`src/rtl/generador22_pkg.sv`:
```
// ----------------------------------------------------------------------------
// generador22_pkg
// Shared constants for the 22-member six-bit value generator:
//   N_MIEMBROS    number of members emitted per pass (22)
//   ANCHO         width of a member value (6)
//   ULTIMO_IDX    index of the last member of a pass (21)
//   estado_t      generator states {REPOSO, EMITE}
//   TABLA         members in ascending order
//   MASCARA_GRUPO membership masks, one 16-bit mask per upper-two-bit group,
//                 bit n set when {group, n} is a member
// ----------------------------------------------------------------------------
package generador22_pkg;

    localparam int N_MIEMBROS = 22;
    localparam int ANCHO      = 6;

    localparam logic [4:0] ULTIMO_IDX = 5'd21;

    typedef enum logic {
        REPOSO = 1'b0,
        EMITE  = 1'b1
    } estado_t;

    typedef logic [ANCHO-1:0] tabla_t [N_MIEMBROS];

    localparam tabla_t TABLA = '{
        6'd1,  6'd2,  6'd3,  6'd5,  6'd10, 6'd12, 6'd13, 6'd15,
        6'd20, 6'd21, 6'd22, 6'd23, 6'd25, 6'd30, 6'd31, 6'd33,
        6'd35, 6'd36, 6'd50, 6'd51, 6'd52, 6'd53
    };

    typedef logic [15:0] mascara_t [4];

    // Group 0: 1,2,3,5,10,12,13,15   Group 1: 20..23,25,30,31
    // Group 2: 33,35,36              Group 3: 50..53
    localparam mascara_t MASCARA_GRUPO = '{
        16'hB42E,
        16'hC2F0,
        16'h001A,
        16'h003C
    };

endpackage

```
`src/rtl/generador22_tabla.sv`:
```
// ----------------------------------------------------------------------------
// generador22_tabla
// Combinational index-to-member lookup.
//   indice_i  [4:0]  position in ascending order
//   valor_o   [5:0]  member at that position, 0 for indices 22..31
//
// generador22_chequeo
// Combinational membership test using the comparator's nibble-group decoding.
//   valor_i   [5:0]  value under test
//   miembro_o        1 when valor_i is one of the 22 members
// ----------------------------------------------------------------------------
module generador22_tabla
    import generador22_pkg::*;
(
    input  logic [4:0]       indice_i,
    output logic [ANCHO-1:0] valor_o
);

    always_comb begin
        valor_o = '0;
        if (indice_i < 5'(N_MIEMBROS)) begin
            valor_o = TABLA[indice_i];
        end
    end

endmodule

module generador22_chequeo
    import generador22_pkg::*;
(
    input  logic [ANCHO-1:0] valor_i,
    output logic             miembro_o
);

    // Upper two bits pick the group mask, lower nibble picks the bit inside it.
    always_comb begin
        miembro_o = MASCARA_GRUPO[valor_i[5:4]][valor_i[3:0]];
    end

endmodule

```
`src/rtl/generador22_numeros6bit.sv`:
```
// ----------------------------------------------------------------------------
// generador22_numeros6bit
// Emits the 22 comparator members as a valid/ready stream, one per transfer.
//
// Parameter:
//   DESCENDENTE  0 = ascending order (1..53), 1 = descending order (53..1)
// Ports:
//   Reloj    clock, rising edge
//   Reset    asynchronous active-high reset
//   Inicio   start request, sampled in REPOSO only
//   Ciclico  sampled with Inicio: 1 wraps after the last member, 0 = one pass
//   Abortar  synchronous abort, highest priority after Reset
//   Listo    downstream ready
//   Salida   current member value
//   Valido   Salida is waiting to be transferred
//   Indice   position of Salida in emission order, 0..21
//   Ultimo   Salida is the last member of the pass
//   Hecho    one-cycle pulse after the final transfer of a single pass
//   Error    sticky non-member flag (only with GENERADOR22_AUTOCHEQUEO_EN)
//
// Macro GENERADOR22_AUTOCHEQUEO_EN adds the membership self-check and Error.
// ----------------------------------------------------------------------------
module generador22_numeros6bit
    import generador22_pkg::*;
#(
    parameter bit DESCENDENTE = 1'b0
)
(
    input  logic             Reloj,
    input  logic             Reset,
    input  logic             Inicio,
    input  logic             Ciclico,
    input  logic             Abortar,
    input  logic             Listo,
    output logic [ANCHO-1:0] Salida,
    output logic             Valido,
    output logic [4:0]       Indice,
    output logic             Ultimo,
    output logic             Hecho
`ifdef GENERADOR22_AUTOCHEQUEO_EN
    ,
    output logic             Error
`endif
);

    estado_t          estado_q;
    logic [4:0]       indice_q;
    logic             modoCiclico_q;
    logic             hecho_q;
    logic [4:0]       indiceTabla_d;
    logic [ANCHO-1:0] salidaTabla;

    // Descending order reads the same ascending table from the far end, so
    // Indice keeps counting up in both orders.
    assign indiceTabla_d = DESCENDENTE ? (ULTIMO_IDX - indice_q) : indice_q;

    generador22_tabla u_tabla (
        .indice_i (indiceTabla_d),
        .valor_o  (salidaTabla)
    );

    // Control FSM. indice_q is kept at 0 whenever the state is REPOSO, so the
    // idle Salida is always the first member of the active order.
    always_ff @(posedge Reloj or posedge Reset) begin
        if (Reset) begin
            estado_q      <= REPOSO;
            indice_q      <= '0;
            modoCiclico_q <= 1'b0;
            hecho_q       <= 1'b0;
        end else begin
            hecho_q <= 1'b0;
            if (Abortar) begin
                estado_q      <= REPOSO;
                indice_q      <= '0;
                modoCiclico_q <= 1'b0;
            end else begin
                case (estado_q)
                    REPOSO: begin
                        indice_q <= '0;
                        if (Inicio) begin
                            estado_q      <= EMITE;
                            modoCiclico_q <= Ciclico;
                        end
                    end
                    EMITE: begin
                        if (indice_q > ULTIMO_IDX) begin
                            // Unreachable index: recover to idle.
                            estado_q      <= REPOSO;
                            indice_q      <= '0;
                            modoCiclico_q <= 1'b0;
                        end else if (Listo) begin
                            if (indice_q == ULTIMO_IDX) begin
                                indice_q <= '0;
                                if (!modoCiclico_q) begin
                                    estado_q <= REPOSO;
                                    hecho_q  <= 1'b1;
                                end
                            end else begin
                                indice_q <= indice_q + 5'd1;
                            end
                        end
                    end
                    default: begin
                        estado_q      <= REPOSO;
                        indice_q      <= '0;
                        modoCiclico_q <= 1'b0;
                    end
                endcase
            end
        end
    end

    assign Valido = (estado_q == EMITE);
    assign Salida = salidaTabla;
    assign Indice = indice_q;
    assign Ultimo = Valido && (indice_q == ULTIMO_IDX);
    assign Hecho  = hecho_q;

`ifdef GENERADOR22_AUTOCHEQUEO_EN
    logic miembro;
    logic error_q;

    generador22_chequeo u_chequeo (
        .valor_i   (Salida),
        .miembro_o (miembro)
    );

    // Sticky flag: once any non-member is offered, it stays set until Reset.
    always_ff @(posedge Reloj or posedge Reset) begin
        if (Reset) begin
            error_q <= 1'b0;
        end else if (Valido && !miembro) begin
            error_q <= 1'b1;
        end
    end

    assign Error = error_q;
`endif

endmodule

```
`config.mk`:
```
export PLATFORM = sky130hd
export DESIGN_NAME = generador22_numeros6bit
export DESIGN_NICKNAME = d
export VERILOG_FILES = /design/src/rtl/generador22_pkg.sv /design/src/rtl/generador22_tabla.sv /design/src/rtl/generador22_numeros6bit.sv
export SDC_FILE = /design/constraint.sdc
export NUM_CORES = 1
export LEC_CHECK = 0
export ABC_AREA = 1
export BUFFER_PORTS_ARGS = -buffer_cell sky130_fd_sc_hd__buf_2
export CORE_UTILIZATION = 49
export CTS_CLUSTER_SIZE = 30
export DETAILED_ROUTE_END_ITERATION = 8
export GPL_TIMING_DRIVEN = 0
export PLACE_DENSITY = 0.86
export SYNTH_ARGS = -nofsm -noshare
export SYNTH_HDL_FRONTEND = slang
export SYNTH_SLANG_ARGS = --single-unit
```
`constraint.sdc`:
```
create_clock -name Reloj -period 1.9 [get_ports Reloj]
set_input_delay 0.38 -clock Reloj [delete_from_list [all_inputs] [get_ports Reloj]]
set_output_delay 0.38 -clock Reloj [all_outputs]
set_load 0.01 [all_outputs]
```
==> key figures <==
Place
  – Gpl congestion: slightly below 0.9
  – # port buffers: 19
  – Placed Cells: around 130
  – HPWL Detailed: ~1200 µm

GRT
  – Initial antenna violation count: 0
  – Vias in the first global route: between 600 and 700
  – Largest net degree at the start of global routing: 11
  – First-pass GRT wire length: 2680 µm
  – Tot GR Track Use: approximately 27%
  – Gr ovfl total: 0

Yosys
  – Post-synthesis mux area share: 0%
  – Largest cells by area after synthesis: dfrtp_1, nand2_1, ha_1
  – Post-synthesis compound-gate area fraction: a little over an eighth
  – Cell count after synthesis: 97
  – Post-synthesis instance area: around 680 µm²
  – Syn Area/Cell: ~7 µm²
  – Top cell type's share of synthesized area: about 30%
  – Largest family of logic cells by synthesized area: simple AND/OR/NAND/NOR gates
  – Post-synth EDFFs: 0
  – Post-synthesis simple-gate area fraction: between 30 and 40%
  – Post-synth top cells: nand2_1, inv_1, nor2_1, a21oi_1, dfrtp_1
  – Adder and majority gate portion of the synthesized area: under 10%
  – Synth area leader: dfrtp_1
  – Mapped Nets: approximately 110
  – YS warnings: 0
  – Ys async rst share: 100%
  – Sequential fraction of the synthesis area: 29.4%
  – Main synth FF type: dfrtp_1
  – Yosys cell types: 21
  – Synth Register Bits: 8
  – Top-count cell post-synth: nand2_1
  – Post-Synth XOR/XNOR Area: under 10%

Run
  – Maxcap violations: 0

STA
  – Hold Fails Final Rpt: 0
  – Worst hold slack: 0.0459 ns
  – FMAX: about 480 MHz
  – Fin worst setup slack: -0.163 ns
  – Worst Tran Pin Value: around 0.30 ns
  – RSZ-0062 raised after global routing: true
  – Min Tclk post-route: 2.06 ns
  – Worst Skew: between 0.006 and 0.007 ns
  – Final setup vio count: 3
  – Max-Slew Margin vs Limit: between 80% and 90%
  – Max-slew violations: 0
  – Period utilization: 109%

CTS
  – H-tree Lvls: 1
  – Clock sink total: 8
  – Hold bufs inserted after CTS: 0
  – Root buffer cell: clkbuf_4
  – Max Buffers Root-to-Sink: 2
  – Worst-Skew Late Latency: roughly 0.26 ns
  – Clock Pin Slew Worst Setup and Hold Paths: 0.05 ns
  – CTS tree: yes
  – CTS Buf Count: 3

Power and ir drop
  – Clock network power share: 34.3%
  – VDD IR max: 283 µV
  – Leakage: just over 0.5 nW
  – Internal: 0.000277 W
  – Switching Power: between 0.0001 and 0.00015 W
  – Sw frac: ~28%
  – Sequential share of power: a little under half
  – Power density over cell area: about 400 nW/µm²
  – Combinational power share: 18.8%

Die
  – Initial Util: between 50% and 60%
  – Core Footprint: between 1000 and 1500 µm²
  – Die X: approximately 39 µm
  – Top Ports: 20
  – Die area: 1540 µm²
  – Die Y: ~39 µm
  – Row count: 13

Critical path
  – Worst path max stage delay: ~0.42 ns
  – Highest-delay cell along the critical path: dfrtp_2
  – CP Capture Type: output pin
  – Critical Path AT: approximately 1.7 ns
  – Critical-path maximum fanout: 5
  – Crit Path Class: reg -> out
  – Crit start category: flop
  – Data required time of the worst path: 1.52 ns
  – CP Cell Sequence: buf_6 > ha_2 > nand2_2 > nor3_4 > inv_2 > nor2_1 > buf_2

Drt
  – Routed wire length: approximately 2200 µm
  – Routed len/inst: between 15 and 20 µm
  – Via/cell ratio: roughly 5.7
  – DRC: 0
  – Detailed-router iteration count before antenna repair: 6
  – Via count: ~820
  – Initial DRC Count: 47
  – Post-route ant nets: 0

Run status
  – Outcome: complete, but fails checks
  – Failing checks: negative setup slack

Finish
  – Nets: about 140
  – Finished Layout Cells: 145
  – Diode count: 0
  – Final Util: about three quarters
  – Layout area overhead: 42.2%
  – Share of cells above drive strength 1: 46.9%

Hold path
  – Hold Crit Class: in -> async
[worst max-delay path, delay by kind of cell (launching register included)]
family	cells	cell delay [ns]
and+or+nand+nor	3	0.42
DFF	1	0.42
buffers and inverters	3	0.39
adders and majority gates	1	0.19
[cell usage in the layout (no fill, tap or decap), drive strengths merged]
master and instances:
a21oi 8, clkinvlp 1, o22ai 1, clkbuf 3, dfrtp 8, nand3 4, inv 13, nand4 2
nor3 4, nand2 28, buf 33, ha 5, xor2 2, o2111ai 1, a211oi 2, o21ai 4
nor2 11
[per-stage QoR]
step	instance area [µm²]	setup TNS (ns)	total power [W]	worst slack (ns)
after floorplan	682	0	0.000215	0.162
after global placement	796	0	0.000232	0.0464
after detailed placement	796	0	0.000234	0.0271
after CTS	873	-0.0429	0.000373	-0.0296
after global routing	970	-0.559	0.000402	-0.205
final	970	-0.290	0.000384	-0.163
[sequential cells by signal, summed over array words and instances (netlist names)]
register,cells
Indice,5
Hecho,1
Valido,1
modoCiclico_q,1
[layer usage]
layer	track usage, %	up-vias	share of wire (%)
met3	9.66	10	7.6
met2	42.9	51	49
met4	17.2	0	2.7
met5	0	-	0
li1	-	380	-
met1	30.4	380	40
[cells by family after synthesis]
logic type / count (synthesis)
simple gates: 49
buf+inv: 17
compound gates: 16
flops: 8
fa+ha+maj: 5
xor+xnor: 2
[worst paths after layout]
kind	from	to	slack, ns	depth (start not counted)
min reg2reg	modoCiclico_q	modoCiclico_q	0.48	2
min	Reset	Valido	0.05	2
max in group asynchronous	Reset	Indice[0]	1.60	2
max reg2reg	Indice[0]	Valido	0.27	9
min in group Reloj	Abortar	Hecho	0.34	2
max	Indice[0]	Ultimo	-0.16	7
[area by class of cell]
cell class | count | area [µm²]
Multi-Input combinational cell | 72 | 447
Fill cell | 94 | 332
Sequential cell | 8 | 201
Timing Repair Buffer | 30 | 185
Inverter | 14 | 61.3
Buffer | 3 | 33.8
Clock buffer | 3 | 22.5
Tap cell | 15 | 18.8
[power groups by stage]
| stage | Clock [W] | Combinational [W] | Sequential (W) |
|---|---|---|---|
| after floorplan | 0 | 0.0000302 | 0.000184 |
| after global routing | 0.000143 | 0.0000790 | 0.000180 |
| after global placement | 0 | 0.0000488 | 0.000183 |
| after detailed placement | 0 | 0.0000510 | 0.000183 |
| final | 0.000132 | 0.0000721 | 0.000180 |
| after CTS | 0.000134 | 0.0000589 | 0.000180 |
[repair_timing]
item | 4_1_cts | 5_1_grt
gates resized for setup | 12 | 11
cloned | 0 | 0
endpoints found under the setup margin | 5 | 5
buffers inserted | 3 | 8
pin swaps | 3 | 9
No activity file was read; power rests on OpenSTA's default activity.
